`src/rtl/noise_trigger_sequencer.sv`:
```
// Sound control register decode for the shell and explosion noise voices.
// Each voice gets minimum-hold and retrigger-gap timing; the shell is ducked while an explosion sounds.
module noise_trigger_sequencer #(
  parameter int unsigned MIN_HOLD   = 96,
  parameter int unsigned RETRIG_GAP = 24,
  parameter bit          DUCK_SHELL = 1'b1,
  parameter int unsigned CNT_W      = 8
) (
  input  logic       clk,
  input  logic       reset_n,
  input  logic       clk_3MHz_en,
  input  logic       clk_12KHz_en,
  input  logic       wr_en,
  input  logic [7:0] wr_data,
  output logic       sound_enable,
  output logic       shell_en,
  output logic       shell_ls,
  output logic       explo_en,
  output logic       explo_ls,
  output logic [1:0] busy
);

  typedef enum logic [1:0] {IDLE, ACTIVE, SUSTAIN, GAP} state_e;

  // Image layout: [4]=sound_enable, [3]=shell_en, [2]=shell_ls, [1]=explo_en, [0]=explo_ls
  logic [4:0] img_q;
  logic       snd_q;
  logic       tick;
  logic [1:0] ch_en;
  logic [1:0] ch_ls;
  logic [1:0] ch_busy;
  logic       wr_data_unused;

  assign tick           = clk_3MHz_en & clk_12KHz_en;
  assign wr_data_unused = ^{wr_data[7:6], wr_data[4]};

  always_ff @(posedge clk or negedge reset_n) begin
    if (!reset_n) begin
      img_q <= '0;
      snd_q <= 1'b0;
    end else begin
      if (wr_en) img_q <= {wr_data[5], wr_data[3:0]};
      if (clk_3MHz_en) snd_q <= img_q[4];
    end
  end

  // Channel 0 is the shell voice, channel 1 the explosion voice.
  for (genvar g = 0; g < 2; g++) begin : g_ch
    localparam int unsigned EN_BIT = (g == 0) ? 3 : 1;
    localparam int unsigned LS_BIT = (g == 0) ? 2 : 0;

    state_e           state_q;
    logic [CNT_W-1:0] cnt_q;
    logic             en_q;
    logic             ls_q;
    logic             pend_q;
    logic             img_en;
    logic             img_ls;
    logic             rise;

    assign img_en = img_q[EN_BIT];
    assign img_ls = img_q[LS_BIT];
    assign rise   = wr_en & wr_data[5] & wr_data[EN_BIT] & ~img_q[EN_BIT];

    always_ff @(posedge clk or negedge reset_n) begin
      if (!reset_n) begin
        state_q <= IDLE;
        cnt_q   <= '0;
        en_q    <= 1'b0;
        ls_q    <= 1'b0;
        pend_q  <= 1'b0;
      end else begin
        if (clk_3MHz_en) begin
          if (!img_q[4]) begin
            state_q <= IDLE;
            cnt_q   <= '0;
            en_q    <= 1'b0;
            ls_q    <= 1'b0;
            pend_q  <= 1'b0;
          end else begin
            case (state_q)
              IDLE: begin
                if (pend_q) begin
                  state_q <= ACTIVE;
                  cnt_q   <= CNT_W'(MIN_HOLD);
                  en_q    <= 1'b1;
                  ls_q    <= img_ls;
                  pend_q  <= 1'b0;
                end
              end
              ACTIVE: begin
                ls_q <= img_ls;
                // The tick that exhausts the hold time also performs the exit.
                if (tick) begin
                  if (cnt_q <= CNT_W'(1)) begin
                    if (img_en) begin
                      state_q <= SUSTAIN;
                      cnt_q   <= '0;
                    end else begin
                      state_q <= GAP;
                      cnt_q   <= CNT_W'(RETRIG_GAP);
                      en_q    <= 1'b0;
                      ls_q    <= 1'b0;
                    end
                  end else begin
                    cnt_q <= cnt_q - CNT_W'(1);
                  end
                end
              end
              SUSTAIN: begin
                if (!img_en) begin
                  state_q <= GAP;
                  cnt_q   <= CNT_W'(RETRIG_GAP);
                  en_q    <= 1'b0;
                  ls_q    <= 1'b0;
                end else begin
                  ls_q <= img_ls;
                end
              end
              GAP: begin
                if (tick) begin
                  if (cnt_q <= CNT_W'(1)) begin
                    state_q <= IDLE;
                    cnt_q   <= '0;
                  end else begin
                    cnt_q <= cnt_q - CNT_W'(1);
                  end
                end
              end
              default: state_q <= IDLE;
            endcase
          end
        end
        // A fresh edge outranks the clear from a start or a sound-off on the same clk.
        if (rise) pend_q <= 1'b1;
      end
    end

    assign ch_en[g]   = en_q;
    assign ch_ls[g]   = ls_q;
    assign ch_busy[g] = (state_q != IDLE);
  end

  assign sound_enable = snd_q;
  assign shell_en     = ch_en[0];
  assign shell_ls     = ch_ls[0] & ~(DUCK_SHELL & ch_en[1]);
  assign explo_en     = ch_en[1];
  assign explo_ls     = ch_ls[1];
  assign busy         = ch_busy;

endmodule

```
`config.mk`:
```
export PLATFORM = sky130hd
export DESIGN_NAME = noise_trigger_sequencer
export DESIGN_NICKNAME = d
export VERILOG_FILES = /design/src/rtl/noise_trigger_sequencer.sv
export SDC_FILE = /design/constraint.sdc
export NUM_CORES = 1
export LEC_CHECK = 0
export CORE_ASPECT_RATIO = 1.75
export CORE_MARGIN = 2
export CORE_UTILIZATION = 30
export CTS_CLUSTER_DIAMETER = 50
export CTS_CLUSTER_SIZE = 20
export DETAILED_ROUTE_END_ITERATION = 10
export PLACE_DENSITY = 0.5
export SLEW_MARGIN = 0
export SYNTH_ARGS = -nofsm -noshare
export SYNTH_HDL_FRONTEND = slang
export SYNTH_SLANG_ARGS = --single-unit
export TNS_END_PERCENT = 5
```
`constraint.sdc`:
```
create_clock -name clk -period 2.53 [get_ports clk]
set_input_delay 0.759 -clock clk [delete_from_list [all_inputs] [get_ports clk]]
set_output_delay 0.759 -clock clk [all_outputs]
set_load 0.05 [all_outputs]
```
Word level (Yosys, flattened, before mapping) --
Cells that the tools add are included.
Word-level totals: register bits after elaboration 32, input bits 13
Cells by class: $add $sub $neg 2, order comparisons 2, equal/unequal tests 22, mux-type cells 68, bitwise gates (word level) 10, reductions and logical operators 16
Operators by type and width (number):
- 8-bit 2-to-1 mux | 14
- 8-bit case mux with 4 select lines | 2
- 3-bit != test, second input constant | 12
- 1-bit 2-to-1 mux | 30
- 2-bit 2-to-1 mux | 14
- 5-bit AND reduction | 4
- 8-bit by 1-bit <= comparator with 1-bit output, second input constant | 2
- 2-bit case mux with 4 select lines | 2
- 8-bit by 1-bit subtractor with 8-bit output, second input constant | 2
- 7-bit AND reduction | 2
- 1-bit case mux with 3 select lines | 4
- 5-bit 2-to-1 mux | 2
- 2-bit == test, second input constant | 4
- 4-bit by 1-bit != test with 1-bit output, second input constant | 2
- 2-bit nonzero test | 4
- 1-bit AND | 7
- 3-bit by 1-bit != test with 1-bit output, second input constant | 2
- 3-bit AND reduction | 2
- 2-bit by 1-bit == test with 1-bit output, second input constant | 2
- 2-bit zero test | 2
- 2-bit AND reduction | 2
- 1-bit NOT | 3

Depth between registers and ports, before layout --
depth in word-level cells 5, mapped depth 9

Worst setup path before layout --
Ideal clock, no wire load.
path kind flip-flop to flip-flop, start reg g_ch[0].state_q[0], end reg g_ch[0].en_q (netlist: shell_en), library setup time 124 ps, arrival time 2231 ps, data required time 2406 ps, path slack 175 ps, stages on the path, launching flop included 8, clock period less this slack 2355 ps, path through dfrtp_1 inv_1 ha_1 inv_1 nand2_1 o311ai_0 and4bb_2 a211o_1
Between the ends: cells in the longest elaborated chain, start to end 3, elaborated cells between the ends (all ways) 10
Ends and longest elaborated chain:
- start, declared | RTL line 52 | state_e state_q;
- start signal, assigned | RTL line 67 | state_q <= IDLE;
- start signal, assigned | RTL line 75 | state_q <= IDLE;
- start signal, assigned | RTL line 84 | state_q <= ACTIVE;
- 2-bit == test, or another cell as far along | RTL line 81 | case (state_q)
- 4-bit by 1-bit != test with 1-bit output (no line), or another cell as far along
- 5-bit AND reduction (no line) or 1-bit 2-to-1 mux (tied branches)
- end signal, assigned | RTL line 77 | en_q <= 1'b0;
- end signal, assigned | RTL line 86 | en_q <= 1'b1;
- end signal, assigned | RTL line 102 | en_q <= 1'b0;
- end, declared | RTL line 54 | logic en_q;
Parallel ways exist; a longest one is shown, timed or not. A chain may end at the register's enable or synchronous reset.

Worst setup path in the final report --
start reg g_ch[1].en_q (netlist: explo_en), end out shell_ls
Between the ends: cells in the longest elaborated chain, start to end 2
Ends and longest elaborated chain:
- start, declared | RTL line 54
- start signal, assigned | RTL line 69 | en_q <= 1'b0;
- start signal, assigned | RTL line 77
- start signal, assigned | RTL line 86
- 1-bit NOT | RTL line 146 | assign shell_ls = ch_ls[0] & ~(DUCK_SHELL & ch_en[1]);
- 1-bit AND | RTL line 146
- end, declared | RTL line 17 | output logic shell_ls,
Every way passes these cells.

==> flow_results.org <==
** Run status
- Outcome :: complete, no violations

** STA
- Setup repair after global routing left no endpoint under its margin.
- Fmax :: around 420 MHz
- The final hold violation count is 0.
- Hold is met by approximately 490 ps.
- Final count of pins violating max slew :: 0
- Max-Slew Margin vs Limit :: a little under half
- Clock skew after layout :: approximately 4.8 ps
- Post-route fraction of the period consumed by the critical path :: between 90% and 100%
- Setup TNS :: 0 ps
- Setup violations remaining at the end of the flow were counted as 0.
- Subtracting the final worst setup slack from the clock period gives 2390 ps.
- At the pin with the least slew margin, the transition time is a little over 800 ps.
- Setup slack on the critical path of the routed design comes to roughly 140 ps.

** Worst setup path
- Crit path launch :: explo_en$_DFFE_PN0P_
- CP Data Required Time :: 1770 ps
- Following the worst setup path forward leads to its endpoint at shell_ls.
- The worst setup path is launched from a register.
- The number of cells on the worst reg-to-reg path is 7.
- In this run the critical register-to-register path is launched from g_ch[0].state_q[1]$_DFFE_PN0P_.
- Crit Path Class :: register to output pin
- The worst register-to-register path has a setup slack of 340 ps.
- Crit path max fanout :: 4
- Endpoint kind of the worst setup timing path :: output pin
- STA puts the critical path data arrival time at approximately 1600 ps.
- The endpoint identified for the worst register-to-register timing path is shell_en$_DFFE_PN0P_.

** Place
- Detailed placement ended at an HPWL of 4080 um.
- Cell count after placement :: 330
- Worst slack at placement :: ~12 ps
- Count of input and output buffers :: 16
- The placed instances occupy a cell area of around 2400 sq um.
- At the end of routability-driven placement, the weighted congestion stood at a little under 0.8.

** Global routing
- Entering global routing, the biggest net connects 33 pins.
- Global routing used ~16% of the available tracks.
- Wire length of the first global-routing pass :: around 9000 um
- Remaining Overflow, GRT :: 0
- The via count of the first global-routing pass was between 1,500 and 2,000.
- The initial antenna violation count was 0.

** Logic synthesis
- Syn avg cell area :: approximately 9.3 sq um
- Leading area contributor after synthesis :: dfrtp_1
- EDFF count, synth :: 0
- Synthesis Warnings :: 0
- Synth Flop Type :: dfrtp_1
- Summing the sequential cell areas from Yosys gives between 30% and 40% of the chip area.
- Flip-flop and latch count after synthesis :: 32
- Gate count after technology mapping :: 221
- Of the post-synthesis cell area, the dominant cell type holds 38.8%.
- After synthesis, the share of flip-flops with an asynchronous set or reset is 100%.
- After synthesis the cells add up to around 2100 sq um.
- The number of nets handed over by synthesis was ~250.
- Library cells used by synthesis :: 55
- Top cells by area, synth :: dfrtp_1, ha_1, o21ai_0, nand2_1, a22o_1

** Job
- Max-capacitance violation count :: 0

** Die
- The initial utilization of the core area, before any placement, comes to 30.5%.
- During I/O placement, the number of pins put on the boundary was 20.
- Standard-cell rows :: 40
- Die span in y :: 114 um
- The floorplan step defined a die boundary enclosing 7580 sq um.
- Die width :: about 67 um
- The total area inside the core boundary comes to between 6000 and 7000 sq um.

** Clocking
- At the later pin of the worst-skew pair, clock insertion delay measures about 280 ps.
- Buffers inserted to repair hold after CTS numbered 0.
- Num CTS Buffers :: 5
- Maximum number of buffers from clock root to sink :: 2
- The clock net in this run drives a total of 32 sinks.
- Clock transition at the registers of the reported paths :: around 50 ps
- In this run, post-CTS repair resized a total of 0 instances.
- TritonCTS built the clock tree.
- In this run the clock root is driven by a clkbuf_16.
- Count of buffers added by post-CTS timing repair for setup :: 0
- CTS H-Tree Depth :: 2

** Detailed routing
- Total number of vias :: ~1,800
- For this block, wires on met1 add up to approximately 2100 um.
- Wire segments on met3 add up to approximately 140 um in the final route.
- The pre-antenna-repair detailed-routing pass consisted of 4 iterations.
- For this block, the initial DRC count from the detailed router was 66.
- Final WL :: roughly 5400 um
- Routed length on met2 :: 3000 um
- Highest metal layer used by the detailed router :: met4
- Dividing the detail-routed via count by the number of cells gives 5.24.
- In the routed design, unresolved DRC markers number 0.
- Post-detailed-route count of antenna-violating nets :: 0
- Final routed wire length divided by cell count :: around 16 um

** Final layout
- Fill cell count :: between 700 and 800
- Total non-filler cell area in the finished layout :: 2550 sq um
- Area overhead of the layout relative to synthesis :: 23.7%
- Share of final-layout standard cells stronger than drive strength 1 :: between 15 and 20%
- Cells fill a little under two fifths of the core in the end.
- The sequential cells in the finished layout cover a total of between 800 and 900 sq um.
- Ant diodes :: 0
- Multi-input gate area :: 1160 sq um
- Final #Nets :: about 280
- Leaving out filler cells and counting taps, the final layout contains ~340.

** Power
- Comb pwr share :: 54.1%
- The analysis attributes to net switching a power of ~1.4 mW.
- Final total power :: 3.16 mW
- Internal power comes to around 1.8 mW.
- Largest voltage drop on the vdd net :: ~570 uV
- Switching Share :: about 44%
- Dividing total power by cell area gives a power density of between 1000 and 1500 nW/um^2.
- Registers are responsible for a little over a quarter of the overall power.
- Static Leak :: 1.14 nW
- Proportion of power drawn by the clock network :: about a fifth

** Hold path
- The worst hold path passes through 2 cells.
- Min-Delay Path Class :: register to register
[flip-flops by register name, indices dropped and copies added, names as in the netlist]
register / cells
shell_en: 1
g_ch.state_q: 4
g_ch.ls_q: 1
g_ch.cnt_q: 16
sound_enable: 1
explo_ls: 1
g_ch.pend_q: 2
img_q: 5
explo_en: 1
[power groups by stage]
stage	sequential, mW	combinational (mW)	clock, mW
floorplan	0.899	1.13	0
global placement	0.840	1.71	0
detailed placement	0.842	1.72	0
CTS	0.835	1.73	0.638
global route	0.860	1.90	0.661
finish	0.833	1.71	0.617
[worst min-delay path by stage]
stage                                         from                  endpoint  slack (ps)
after global placement        explo_ls$_DFFE_PN0P_      explo_ls$_DFFE_PN0P_         490
after detailed placement  g_ch[0].ls_q$_DFFE_PN0P_  g_ch[0].ls_q$_DFFE_PN0P_         490
after CTS                     explo_ls$_DFFE_PN0P_      explo_ls$_DFFE_PN0P_         500
final                         explo_ls$_DFFE_PN0P_      explo_ls$_DFFE_PN0P_         490
after floorplan           g_ch[0].ls_q$_DFFE_PN0P_  g_ch[0].ls_q$_DFFE_PN0P_         440
after global routing          explo_ls$_DFFE_PN0P_      explo_ls$_DFFE_PN0P_         540
[cell usage after synthesis, types with 4 or more instances]
master and number:
dfrtp_1 32, nand2_1 24, o21ai_0 22, nor2_1 16
inv_1 14, ha_1 12, o31ai_1 8, a21oi_1 7
a22o_1 7, nand3_1 5, a21o_1 4, mux2_2 4
or3_1 4
[cell usage in the layout, fill, tap and decap left out, drive strengths merged, types with 3 or more instances in the layout]
cell,count
a21boi,3
a21o,5
a21oi,7
a22o,7
buf,17
clkbuf,6
clkdlybuf4s50,14
dfrtp,32
ha,12
inv,14
mux2,4
nand2,24
nand3,5
nor2,16
nor3,3
o21ai,24
o22ai,3
o31ai,8
or3,5
or4,3
[worst max-delay path: stages (launching register included)]
cell and delay (ps):
dfrtp_1 420, nor2b_1 130, clkdlybuf4s50_1 810
[cell type report]
| class | count | area share (%) |
|---|---|---|
| inverters | 14 | 2.06 |
| multi-input cells | 169 | 45.6 |
| flip-flops and latches | 32 | 31.4 |
| repair buffers | 31 | 11.0 |
| well taps | 84 | 4.12 |
| clock inverters | 2 | 0.392 |
| clock buffers | 6 | 5.44 |
[cells by family after synthesis]
family / Yosys count / synth area share (%)
flops: 32 / 38.8
fa+ha+maj: 12 / 7.28
mux: 5 / 2.67
compound gates: 80 / 28.5
buf+inv: 20 / 4.73
simple gates: 72 / 18.0
[layer usage]
metal	up-vias	GRT usage (%)
li1	889	-
met1	846	16.7
met2	22	29.9
met3	13	2.86
met4	0	8.03
met5	-	0
(Power assumes the default switching activity.)
